===== config.mk =====
export PLATFORM = sky130hd
export DESIGN_NAME = result_bcd_converter
export DESIGN_NICKNAME = d
export VERILOG_FILES = /design/src/rtl/result_bcd_converter_pkg.sv /design/src/rtl/result_bcd_converter_digit_adj.sv /design/src/rtl/result_bcd_converter.sv
export SDC_FILE = /design/constraint.sdc
export NUM_CORES = 1
export LEC_CHECK = 0
export ABC_CLOCK_PERIOD_IN_PS = 1450
export CORE_UTILIZATION = 50
export CTS_BUF_LIST = sky130_fd_sc_hd__clkbuf_4 sky130_fd_sc_hd__clkbuf_8
export DETAILED_ROUTE_END_ITERATION = 8
export GPL_TIMING_DRIVEN = 0
export MAX_ROUTING_LAYER = met4
export PLACE_DENSITY = 0.77
export SLEW_MARGIN = 20
export SYNTH_ARGS = -nofsm -noshare
export SYNTH_HDL_FRONTEND = slang
export SYNTH_SLANG_ARGS = --single-unit

===== constraint.sdc =====
create_clock -name clk -period 1.45 [get_ports clk]
set_clock_uncertainty 0.1 [all_clocks]
set_input_delay 0.2175 -clock clk [delete_from_list [all_inputs] [get_ports clk]]
set_output_delay 0.2175 -clock clk [all_outputs]
set_load 0.1 [all_outputs]

===== src/rtl/result_bcd_converter_pkg.sv =====
// Shared constants and FSM state type for the binary-to-BCD result converter.
// No logic; pure declarations.
// No flow control; consumed by the converter and its digit adjust cells.
package result_bcd_converter_pkg;

    // Width of one packed BCD digit
    localparam int BCD_DIGIT_W = 4;

    // Digits at or above this value get +3 before each doubling step
    localparam logic [BCD_DIGIT_W-1:0] ADD3_THRESHOLD = 4'd5;

    // FSM state encodings
    localparam logic [0:0] STATE_IDLE_ENC  = 1'b0;
    localparam logic [0:0] STATE_SHIFT_ENC = 1'b1;

    typedef enum logic [0:0] {
        IDLE  = STATE_IDLE_ENC,
        SHIFT = STATE_SHIFT_ENC
    } state_t;

endpackage


===== src/rtl/result_bcd_converter_digit_adj.sv =====
// Single BCD digit correction for double-dabble: add 3 when digit >= 5.
// Latency: combinational.
// Backpressure: none.
module bcd_digit_adj
    import result_bcd_converter_pkg::*;
(
    input  logic [BCD_DIGIT_W-1:0] digit_in,
    output logic [BCD_DIGIT_W-1:0] digit_out
);

    // A digit of 5..9 doubles past 9, so pre-bias it by 3 to carry correctly
    always_comb begin
        digit_out = digit_in;
        if (digit_in >= ADD3_THRESHOLD) begin
            digit_out = digit_in + 4'd3;
        end
    end

endmodule


===== src/rtl/result_bcd_converter.sv =====
// Converts each new adder result to packed BCD with a one-bit-per-clock double-dabble engine.
// Latency: WIDTH cycles from the capture edge to the one-cycle valid pulse.
// Backpressure: none; done_in rising edges seen while busy are dropped, not queued.
module result_bcd_converter
    import result_bcd_converter_pkg::*;
#(
    parameter int WIDTH  = 9,
    parameter int DIGITS = 3
) (
    input  logic                          clk,
    input  logic                          rst,
    input  logic                          done_in,
    input  logic [WIDTH-1:0]              bin_in,
    output logic [BCD_DIGIT_W*DIGITS-1:0] bcd_out,
    output logic                          valid,
    output logic                          busy
);

    localparam int BCD_W = BCD_DIGIT_W * DIGITS;
    localparam int CNT_W = (WIDTH > 1) ? $clog2(WIDTH) : 1;
    localparam logic [CNT_W-1:0] CNT_LAST = CNT_W'(WIDTH - 1);

    state_t                 state;
    logic                   done_prev;
    logic [CNT_W-1:0]       cnt;
    logic [WIDTH-1:0]       bin_sh;
    logic [BCD_W-1:0]       bcd_sh;
    logic [BCD_W-1:0]       bcd_adj;
    logic [BCD_W+WIDTH-1:0] cat_adj;
    logic [BCD_W+WIDTH-1:0] cat_shifted;
    logic                   start;

    // Only a fresh rising edge of done while idle launches a conversion
    assign start = done_in & ~done_prev & ~busy;

    // Per-digit add-3 correction applied to the scratch BCD register
    for (genvar g = 0; g < DIGITS; g++) begin : g_adj
        bcd_digit_adj u_adj (
            .digit_in  (bcd_sh [g*BCD_DIGIT_W +: BCD_DIGIT_W]),
            .digit_out (bcd_adj[g*BCD_DIGIT_W +: BCD_DIGIT_W])
        );
    end

    // Corrected digits and remaining binary shift left together; bin MSB enters BCD LSB
    always_comb begin
        cat_adj     = {bcd_adj, bin_sh};
        cat_shifted = cat_adj << 1;
    end

    // Edge detector, FSM, iteration counter, shift registers and registered outputs
    always_ff @(posedge clk) begin
        if (rst) begin
            state     <= IDLE;
            done_prev <= 1'b0;
            cnt       <= '0;
            bin_sh    <= '0;
            bcd_sh    <= '0;
            bcd_out   <= '0;
            valid     <= 1'b0;
            busy      <= 1'b0;
        end else begin
            // Track done every cycle so edges during busy are consumed, not deferred
            done_prev <= done_in;
            valid     <= 1'b0;
            case (state)
                IDLE: begin
                    if (start) begin
                        bin_sh <= bin_in;
                        bcd_sh <= '0;
                        cnt    <= '0;
                        busy   <= 1'b1;
                        state  <= SHIFT;
                    end
                end
                SHIFT: begin
                    bcd_sh <= cat_shifted[BCD_W+WIDTH-1:WIDTH];
                    bin_sh <= cat_shifted[WIDTH-1:0];
                    cnt    <= cnt + 1'b1;
                    if (cnt == CNT_LAST) begin
                        // Final iteration: publish digits directly from the shifted value
                        bcd_out <= cat_shifted[BCD_W+WIDTH-1:WIDTH];
                        valid   <= 1'b1;
                        busy    <= 1'b0;
                        cnt     <= '0;
                        state   <= IDLE;
                    end
                end
                default: begin
                    busy  <= 1'b0;
                    state <= IDLE;
                end
            endcase
        end
    end

endmodule


==> summary.md <==
| Metric | Value |
|---|---|
| Vias in the first global route | 1578 |
| Dominant cell type by area after synthesis | dfxtp_1 |
| Cell class contributing the biggest share of worst-path delay | compound AO/OA/AOI/OAI gates |
| CTS clk-pin slew, worst paths | between 0.1 and 0.15 ns |
| Cell internal pwr | between 1.5 and 2 mW |
| DIE WIDTH | approximately 63 µm |
| Num rows | 21 |
| Crit Path Class | flop to flop |
| Hold endpoint | bcd_out[8]$_SDFFE_PP0P_ |
| Mapped cell area | approximately 0.0018 mm² |
| Num CTS Buffers | 5 |
| EDFF count, synth | 0 |
| Switching power total | just over 0.6 mW |
| RePlAce Congestion | about 0.8 |
| Hold path startpoint | bcd_out[8]$_SDFFE_PP0P_ |
| WL/cell | between 10 and 15 µm |
| Total number of vias | approximately 1600 |
| Crit-path max FO | 4 |
| First-pass GRT wire length | between 7 and 8 mm |
| Final worst-path setup slack | -0.04398 ns |
| Fraction of registers with async set/reset | 0% |
| Run status | complete, but fails checks |
| Clock network fraction of total power | between 20 and 30% |
| CP Capture Type | flop |
| R2r worst-path depth | 6 |
| Area grow syn2layout | 44.85% |
| Slew Viols, Final | 0 |
| Clock Latency Late Sink | around 0.36 ns |
| Vias per inst | approximately 5.3 |
| Fin cells | between 300 and 400 |
| Worst vdd ir | 0.0006935 V |
| Clock sinks | about 40 |
| Failing checks | negative setup slack |
| Max Cap Violations | 0 |
| Initial Util | a little over half |
| H-tree depth | 2 |
| Antenna-violating nets left | 0 |
| Register area share after synthesis | 44.78% |
| Core area | between 0.003 and 0.004 mm² |
| Sw frac | between 20% and 30% |
| Critical path's largest stage delay | ~0.37 ns |
| Rel. slew slack | 63.30% |
| Pwr Density | between 800 and 900 mW/mm² |
| GR Overflow Total | 0 |
| Number of distinct library cells after synthesis | 33 |
| Critical Path RT | 1.67 ns |
| Initial DRC Count | 82 |
| Logic gate share of total power | between 10% and 20% |
| Crit-path slowest cell | dfxtp_2 |
| WHS Path Cells | 2 |
| Diode count | 0 |
| Drt drc | 0 |
| Worst-Margin Slew | 0.5505 ns |
| Min cycle time layout | roughly 1.5 ns |
| Maximum clock rate | approximately 0.67 GHz |
| Dpl cells | between 200 and 300 |
| Largest net degree at the start of global routing | 13 |
| Clk root buf | clkbuf_4 |
| Buf/Inv on CP | 1 |
| Cts hold-fix bufs | 0 |
| Antenna violations before repair | 0 |
| Fin. Hold Viols | 0 |
| Leakage | approximately 1.0 nW |
| Cells after Synth | just over 200 |
| RR Startpoint | bcd_sh[9]$_SDFFE_PP0P_ |
| Die height | 62.55 µm |
| Critical path startpoint category | flop |
| PortBufs | 25 |
| RSZ-0062 raised after global routing | yes |
| R2R Path End | bcd_sh[10]$_SDFFE_PP0P_ |
| Routed WL | roughly 4.4 mm |
| CP arrival | between 1.5 and 2 ns |
| Critical path, cell by cell | inv_4 > ha_4 > nand2b_4 > a21oi_4 > mux2i_2 > a31o_2 |
| Fin crit share | 103.0% |
| R2r setup slk | -0.04 ns |
| Post-layout util | 77.73% |
| Total GRT Usage | approximately 24% |
| Num ports | 26 |
| Top cells by area, synth | dfxtp_1 45%, ha_1 5.5%, o21ai_0 5.2%, mux2i_1 4.9%, a21oi_1 4.4% |
| Sequential power share | 55.7% |
| DIE AREA | between 0.003 and 0.004 mm² |
| CTS tree | built |
| Syn_nets | about 220 |
| CTS Buffer Depth | 2 |
| Final net count | 275 |
| Mean Syn Cell Area | about 9.0 µm² |
| HPWL after detailed placement | between 2 and 3 mm |
| DR pass1 iterations | 4 |
| Min-delay worst type | flop to flop |
| Yosys top cell area share | between 40% and 50% |
| Prevailing post-synth register cell | dfxtp_1 |
| Synthesis Warnings | 0 |
| Flops & latches, synth | 41 |
| Final setup viols | 7 |
| Fraction of layout cells with a size suffix above 1 | approximately 42% |
[placed cells by master (no fill, tap or decap), drive strengths merged, types with 9 or more instances in the layout]
cell / synthesis / final
dfxtp: 41 / 41
clkdlybuf4s50: 0 / 11
nand2: 18 / 18
a21oi: 16 / 16
buf: 2 / 29
mux2i: 9 / 9
inv: 10 / 10
clkbuf: 6 / 18
nor2: 13 / 13
o21ai: 19 / 19
[per-stage QoR]
stage          hold slack [ns]  worst slack, ns  power (mW)  area, µm²   TNS, ns
6_report                0.3446         -0.04398       2.150       2655   -0.1679
5_1_grt                 0.3465         -0.08985       2.252       2655   -0.6725
4_1_cts                 0.3476         -0.03950       2.101       2439  -0.06645
3_5_place_dp            0.3292          -0.5751       1.509       2222    -20.69
3_3_place_gp            0.3254          -0.5069       1.504       2222    -19.64
2_1_floorplan           0.2457         -0.07235       1.416       1914   -0.5155
[logic make-up (layout without fill, tap and decap cells)]
kind of cell,Yosys count,count (layout),synth area share (%)
xor+xnor,4,4,1.911
mux,12,12,6.758
fa+ha+maj,8,8,5.461
compound gates,53,53,17.41
flops,41,41,44.78
buf+inv,20,72,4.778
simple gates,66,66,18.91
[cell type report]
type	count	area [µm²]
multi-input cells	143	1169
flip-flops and latches	41	847.1
fillers	249	760.7
repair buffers	44	390.4
plain buffers	8	72.57
inverters	12	63.81
well taps	46	57.56
clock buffers	6	45.04
clock inverters	2	10.01
[worst register-to-register path, cell delays in order, from the launching register on]
cell and delay (ns):
dfxtp_2 0.37, inv_4 0.06, ha_4 0.15, nand2b_4 0.14, a21oi_4 0.21, mux2i_2 0.27
a31o_2 0.17
[power by group through the flow]
| stage | registers (mW) | logic, mW | clock network, mW |
|---|---|---|---|
| floorplan | 1.24 | 0.177 | 0 |
| global placement | 1.22 | 0.285 | 0 |
| detailed placement | 1.22 | 0.289 | 0 |
| CTS | 1.20 | 0.318 | 0.588 |
| global route | 1.20 | 0.401 | 0.648 |
| finish | 1.20 | 0.366 | 0.587 |
[flip-flops by register name, indices dropped and copies added, names as in the netlist]
| name | count |
|---|---|
| bcd_out | 12 |
| bcd_sh | 12 |
| state | 1 |
| valid | 1 |
| cnt | 4 |
| busy | 1 |
| bin_sh | 9 |
| done_prev | 1 |
[synth_stat cells, drive strengths merged (6+ instances only)]
cell type / instances
nor2: 13
nand3: 6
a21oi: 16
o21ai: 19
clkbuf: 6
inv: 10
nor3b: 7
a211oi: 8
mux2i: 9
nand2: 18
nor3: 7
ha: 8
dfxtp: 41
[per-layer routing]
| metal | track usage, % | routed length [µm] | up-vias |
|---|---|---|---|
| li1 | - | - | 821 |
| met3 | 7.117 | 185 | 5 |
| met2 | 39.81 | 2137 | 40 |
| met4 | 6.977 | 42 | 0 |
| met1 | 29.13 | 2024 | 744 |
| met5 | - | 0 | - |
[repair_timing]
action / in CTS / in global routing
setup endpoints to repair: 51 / 38
pin swaps: 12 / 14
setup buffers: 10 / 10
resized for setup: 120 / 41
hold endpoints to repair: 0 / 0
[worst max path at each step]
stage                     depth (start not counted)                        to  slack (ns)                   start
final                                             6   bcd_sh[10]$_SDFFE_PP0P_       -0.04  bcd_sh[9]$_SDFFE_PP0P_
after global routing                              6  bcd_out[10]$_SDFFE_PP0P_       -0.09  bcd_sh[9]$_SDFFE_PP0P_
after CTS                                         6    bcd_sh[2]$_SDFFE_PP0P_       -0.04  bcd_sh[1]$_SDFFE_PP0P_
after detailed placement                          5   bcd_out[9]$_SDFFE_PP0P_       -0.58                     rst
after global placement                            5  bcd_out[10]$_SDFFE_PP0P_       -0.51                     rst
after floorplan                                   4    bin_sh[8]$_SDFFE_PP0P_       -0.07       busy$_SDFFE_PP0P_
Power figures use the tool's default switching activity.
==> variant 1, RTL diff (same flow settings) <==
Put one more register stage on the output `bcd_out`, cleared by the reset. The value now appears one clock later. The other outputs are not delayed to match.
--- a/src/rtl/result_bcd_converter.sv
+++ b/src/rtl/result_bcd_converter.sv
@@ -19,6 +19,8 @@
     localparam int BCD_W = BCD_DIGIT_W * DIGITS;
     localparam int CNT_W = (WIDTH > 1) ? $clog2(WIDTH) : 1;
     localparam logic [CNT_W-1:0] CNT_LAST = CNT_W'(WIDTH - 1);
+
+    logic [BCD_DIGIT_W*DIGITS-1:0] bcd_s0;
 
     state_t                 state;
     logic                   done_prev;
@@ -55,7 +57,7 @@
             cnt       <= '0;
             bin_sh    <= '0;
             bcd_sh    <= '0;
-            bcd_out   <= '0;
+            bcd_s0    <= '0;
             valid     <= 1'b0;
             busy      <= 1'b0;
         end else begin
@@ -78,7 +80,7 @@
                     cnt    <= cnt + 1'b1;
                     if (cnt == CNT_LAST) begin
                         // Final iteration: publish digits directly from the shifted value
-                        bcd_out <= cat_shifted[BCD_W+WIDTH-1:WIDTH];
+                        bcd_s0 <= cat_shifted[BCD_W+WIDTH-1:WIDTH];
                         valid   <= 1'b1;
                         busy    <= 1'b0;
                         cnt     <= '0;
@@ -93,5 +95,13 @@
         end
     end
 
+    always_ff @(posedge clk) begin
+        if (rst) begin
+            bcd_out <= '0;
+        end else begin
+            bcd_out <= bcd_s0;
+        end
+    end
+
 endmodule
 
Check against the original RTL: same outputs for any inputs over 10 cycles, from zero or initial values and one cycle with rst high; that may be too few to reach the edited logic, so the function may still have changed.
==> variant 1 against the original RTL <==
  * The run still ends with negative setup slack left
  * Final area increased by 20%
  * Clock power increased by 100%
  * Synthesized area increased by 20%
  * Sequential power increased by 25%
  * Combinational power increased by 3%
  * Critical path depth decreased by 2
  * Total power increased by 43%
  * Largest cell class unchanged
  * Sequential cell count increased by 12
  * Worst setup slack got worse by 0.10 ns
  * First-iteration DRC count increased by 99%
  * Wire length increased by 33%
==> variant 1: results (changes against the original RTL) <==
stage	metric	value	unit	change
logic_synthesis	leading cell types by count after synthesis	dfxtp_1, nand2_1, a21oi_1, inv_1, nor2_1		was dfxtp_1, o21ai_0, nand2_1, a21oi_1, nor2_1
cells_and_area	Total Nets Final	312		was 275
drt	total length of routed wires	5.84	mm	was 4.39 mm
cells_and_area	layout inverter count without the clock tree	18		was 12
logic_synthesis	complex-gate fraction of the synthesized area	0.129		was 0.174
logic_synthesis	post-synthesis net count	262		was 224
logic_synthesis	share of synthesized cell area in full adder, half adder and majority cells	0.0456		was 0.0546
cells_and_area	non-clk buf share	0.146		was 0.174
cells_and_area	count of fill cells added during filler insertion	244		was 249
clock_tree	Post-CTS Setup Inserts	9		was 10
global_route	GR met2 Demand/Resource	0.379		was 0.398
run_status	violations in the final reports	negative setup slack		unchanged
logic_synthesis	biggest area contributors in the synthesized netlist	dfxtp_1, a21oi_1, ha_1		was dfxtp_1, ha_1, o21ai_0
cells_and_area	area occupied by multi-input gates	1370	sq um	was 1170 sq um
cells_and_area	Non-clock buffers	56		was 52
placed_design	area post-placement	2630	sq um	was 2220 sq um
clock_tree	clock latency on the worst-skew pair	0.32	ns	was 0.36 ns
drt	met1 routed wirelength after detailed routing	2.47	mm	was 2.02 mm
clock_tree	post-cts repair resize count	107		was 120
logic_synthesis	synthesized-area fraction occupied by xor and xnor cells	0.0120		was 0.0191
global_route	M1 GR Usage	0.303		was 0.291
global_route	maximum number of pins on one net before global-route repair	17		was 13
drt	DR iter-0 viols	163		was 82
run_status	status	finished, violations left		unchanged
power	Pleak	1.28	nW	was 1.02 nW
sta	PnR worst setup slack	-0.147	ns	was -0.0440 ns
cells_and_area	fraction of standard cell area that is sequential	0.337		was 0.319
clock_tree	clock slew seen by the registers of the worst setup and hold paths	0.09	ns	was 0.12 ns
logic_synthesis	mux cell area share after synthesis	0.0655		was 0.0676
sta	setup violators final	24		was 7
clock_tree	Sink Count	53		was 41
cells_and_area	multi-input gates	158		was 143
placed_design	placed wire-length estimate after detailed placement	2.99	mm	was 2.65 mm
worst_setup_path	highest fanout seen on the critical path	7		was 4
worst_setup_path	Critical-path top delay cell	dfxtp_1		was dfxtp_2
drt	total met3 wirelength after detailed routing	222	microns	was 185 microns
worst_hold_path	path class of the lowest-slack min-delay path	input pin to flop		was flop to flop
power	largest voltage drop on the vdd net	822	uV	was 694 uV
global_route	number of global-route vias before repair	1658		was 1578
placed_design	pre-CTS setup slack	-0.400	ns	was -0.575 ns
clock_tree	Clk Tree Root Cell	clkbuf_8		was clkbuf_4
[variant 1: changes by cell type in the layout (fill, tap and decap cells not counted), sizes merged, moves of 8 or more]
cell / before / now
mux2: 3 / 11
dfxtp: 41 / 53
buf: 29 / 37
o21ai: 19 / 11
nand2: 18 / 26
[variant 1: path summary, 6_finish.rpt]
check | startpoint | end | slack, ns | cells past startpoint
hold reg to reg | bcd_s0[5]$_SDFFE_PP0P_ | bcd_out[5]$_SDFF_PP0_ | 0.36 | 2
hold / removal | done_in | done_prev$_SDFF_PP0_ | 0.18 | 2
setup reg to reg | bcd_sh[2]$_SDFFE_PP0P_ | bcd_sh[4]$_SDFFE_PP0P_ | -0.15 | 4
setup / recovery | bcd_sh[2]$_SDFFE_PP0P_ | bcd_sh[4]$_SDFFE_PP0P_ | -0.15 | 4
[variant 1: report_power, final]
part	leakage, nW	internal [mW]	switching, mW
combinational	0.774	0.177	0.201
sequential	0.434	1.48	0.0192
clock	0.0681	0.686	0.508
total	1.28	2.34	0.728
==> variant 2, RTL diff (config.mk and constraints unchanged) <==
Without the edit above. Change the parameter `WIDTH` from 9 to 11.
--- a/src/rtl/result_bcd_converter.sv
+++ b/src/rtl/result_bcd_converter.sv
@@ -4,7 +4,7 @@
 module result_bcd_converter
     import result_bcd_converter_pkg::*;
 #(
-    parameter int WIDTH  = 9,
+    parameter int WIDTH  = 11,
     parameter int DIGITS = 3
 ) (
     input  logic                          clk,
Interface: changed (resized bin_in); port bits go from 26 to 28. The function was not compared with the original's and may differ.
==> variant 2 against the original RTL <==
  * The flow still finishes with violations (negative setup slack)
  * Wire length increased by 12%
  * Total power up 16%
  * Critical path type unchanged
  * Sequential cell count increased by 2
  * Synthesized cell count is 2.9% lower
  * Synthesized area is 5.1% higher
  * Worst setup slack got worse by 0.11 ns
  * Clock power rose by 48%
  * Non-clock buffer count increased by 2
  * Final area increased by 4.5%
  * Core utilization shrank 2.5 points
==> variant 2: results (changes against the original RTL) <==
stage	metric	value	unit	change
placed_design	gp weighted congestion	0.833		was 0.812
run_status	status	finished, violations left		unchanged
drt	total met3 wirelength after detailed routing	287	microns	was 185 microns
drt	DR iter-0 viols	136		was 82
sta	setup violators final	22		was 7
global_route	number of global-route vias before repair	1586		was 1578
worst_hold_path	launch point of the worst hold path	done_in		was bcd_out[8]$_SDFFE_PP0P_
logic_synthesis	leading cell types by count after synthesis	dfxtp_1, nor2_1, a21oi_1, mux2i_1		was dfxtp_1, o21ai_0, nand2_1, a21oi_1, nor2_1
drt	Vias per Instance	5.52		was 5.33
drt	met2 WL	2.41	mm	was 2.14 mm
global_route	first-pass GRT wire length	7.51	mm	was 7.27 mm
worst_setup_path	Worst Reg2Reg Path Length in Cells	5		was 6
global_route	total routing resource utilization after global routing	0.252		was 0.244
worst_setup_path	reg-to-reg critical path startpoint	busy$_SDFFE_PP0P_		was bcd_sh[9]$_SDFFE_PP0P_
sta	PnR worst setup slack	-0.150	ns	was -0.0440 ns
cells_and_area	count of fill cells added during filler insertion	250		was 249
placed_design	placed wire-length estimate after detailed placement	2.71	mm	was 2.65 mm
placed_design	pre-CTS setup slack	-0.594	ns	was -0.575 ns
sta	slew of the pin with the lowest slew margin	0.560	ns	was 0.551 ns
power	largest voltage drop on the vdd net	697	uV	was 694 uV
placed_design	number of port buffers	26		was 25
power	Pleak	1.09	nW	was 1.02 nW
run_status	violations in the final reports	negative setup slack		unchanged
sta	worst slack on hold paths	0.190	ns	was 0.345 ns
worst_setup_path	Critical-path top delay cell	dfxtp_4		was dfxtp_2
clock_tree	Post-CTS Setup Inserts	12		was 10
[variant 2: stage by stage]
step	setup TNS [ns]	total power [mW]	instances	area [sq um]
final	-1.33	2.50	299	2770
after CTS	-0.969	2.47	294	2570
after global routing	-3.24	2.59	299	2770
after floorplan	-1.73	1.47	198	1960
after global placement	-17.28	1.55	272	2280
after detailed placement	-18.38	1.56	272	2280
[variant 2: layout make-up]
class                   instances  area [sq um]  area share
multi-input cells             137          1260       0.456
flip-flops and latches         43           885       0.319
repair buffers                 45           358       0.129
clock buffers                   8           104      0.0374
plain buffers                   9          61.3      0.0221
well taps                      48          60.1      0.0217
inverters                       9          41.3      0.0149
[variant 2: kinds of logic (layout without fill, tap and decap cells)]
group,after synthesis,in the layout,synth area share
AND/OR/NAND/NOR,56,56,0.158
AO/OA/AOI/OAI,45,45,0.151
flip-flops,43,43,0.447
multiplexers,24,24,0.131
buffers and inverters,18,71,0.0429
adder cells (fa/ha/maj),8,8,0.0520
XOR/XNOR,4,4,0.0182
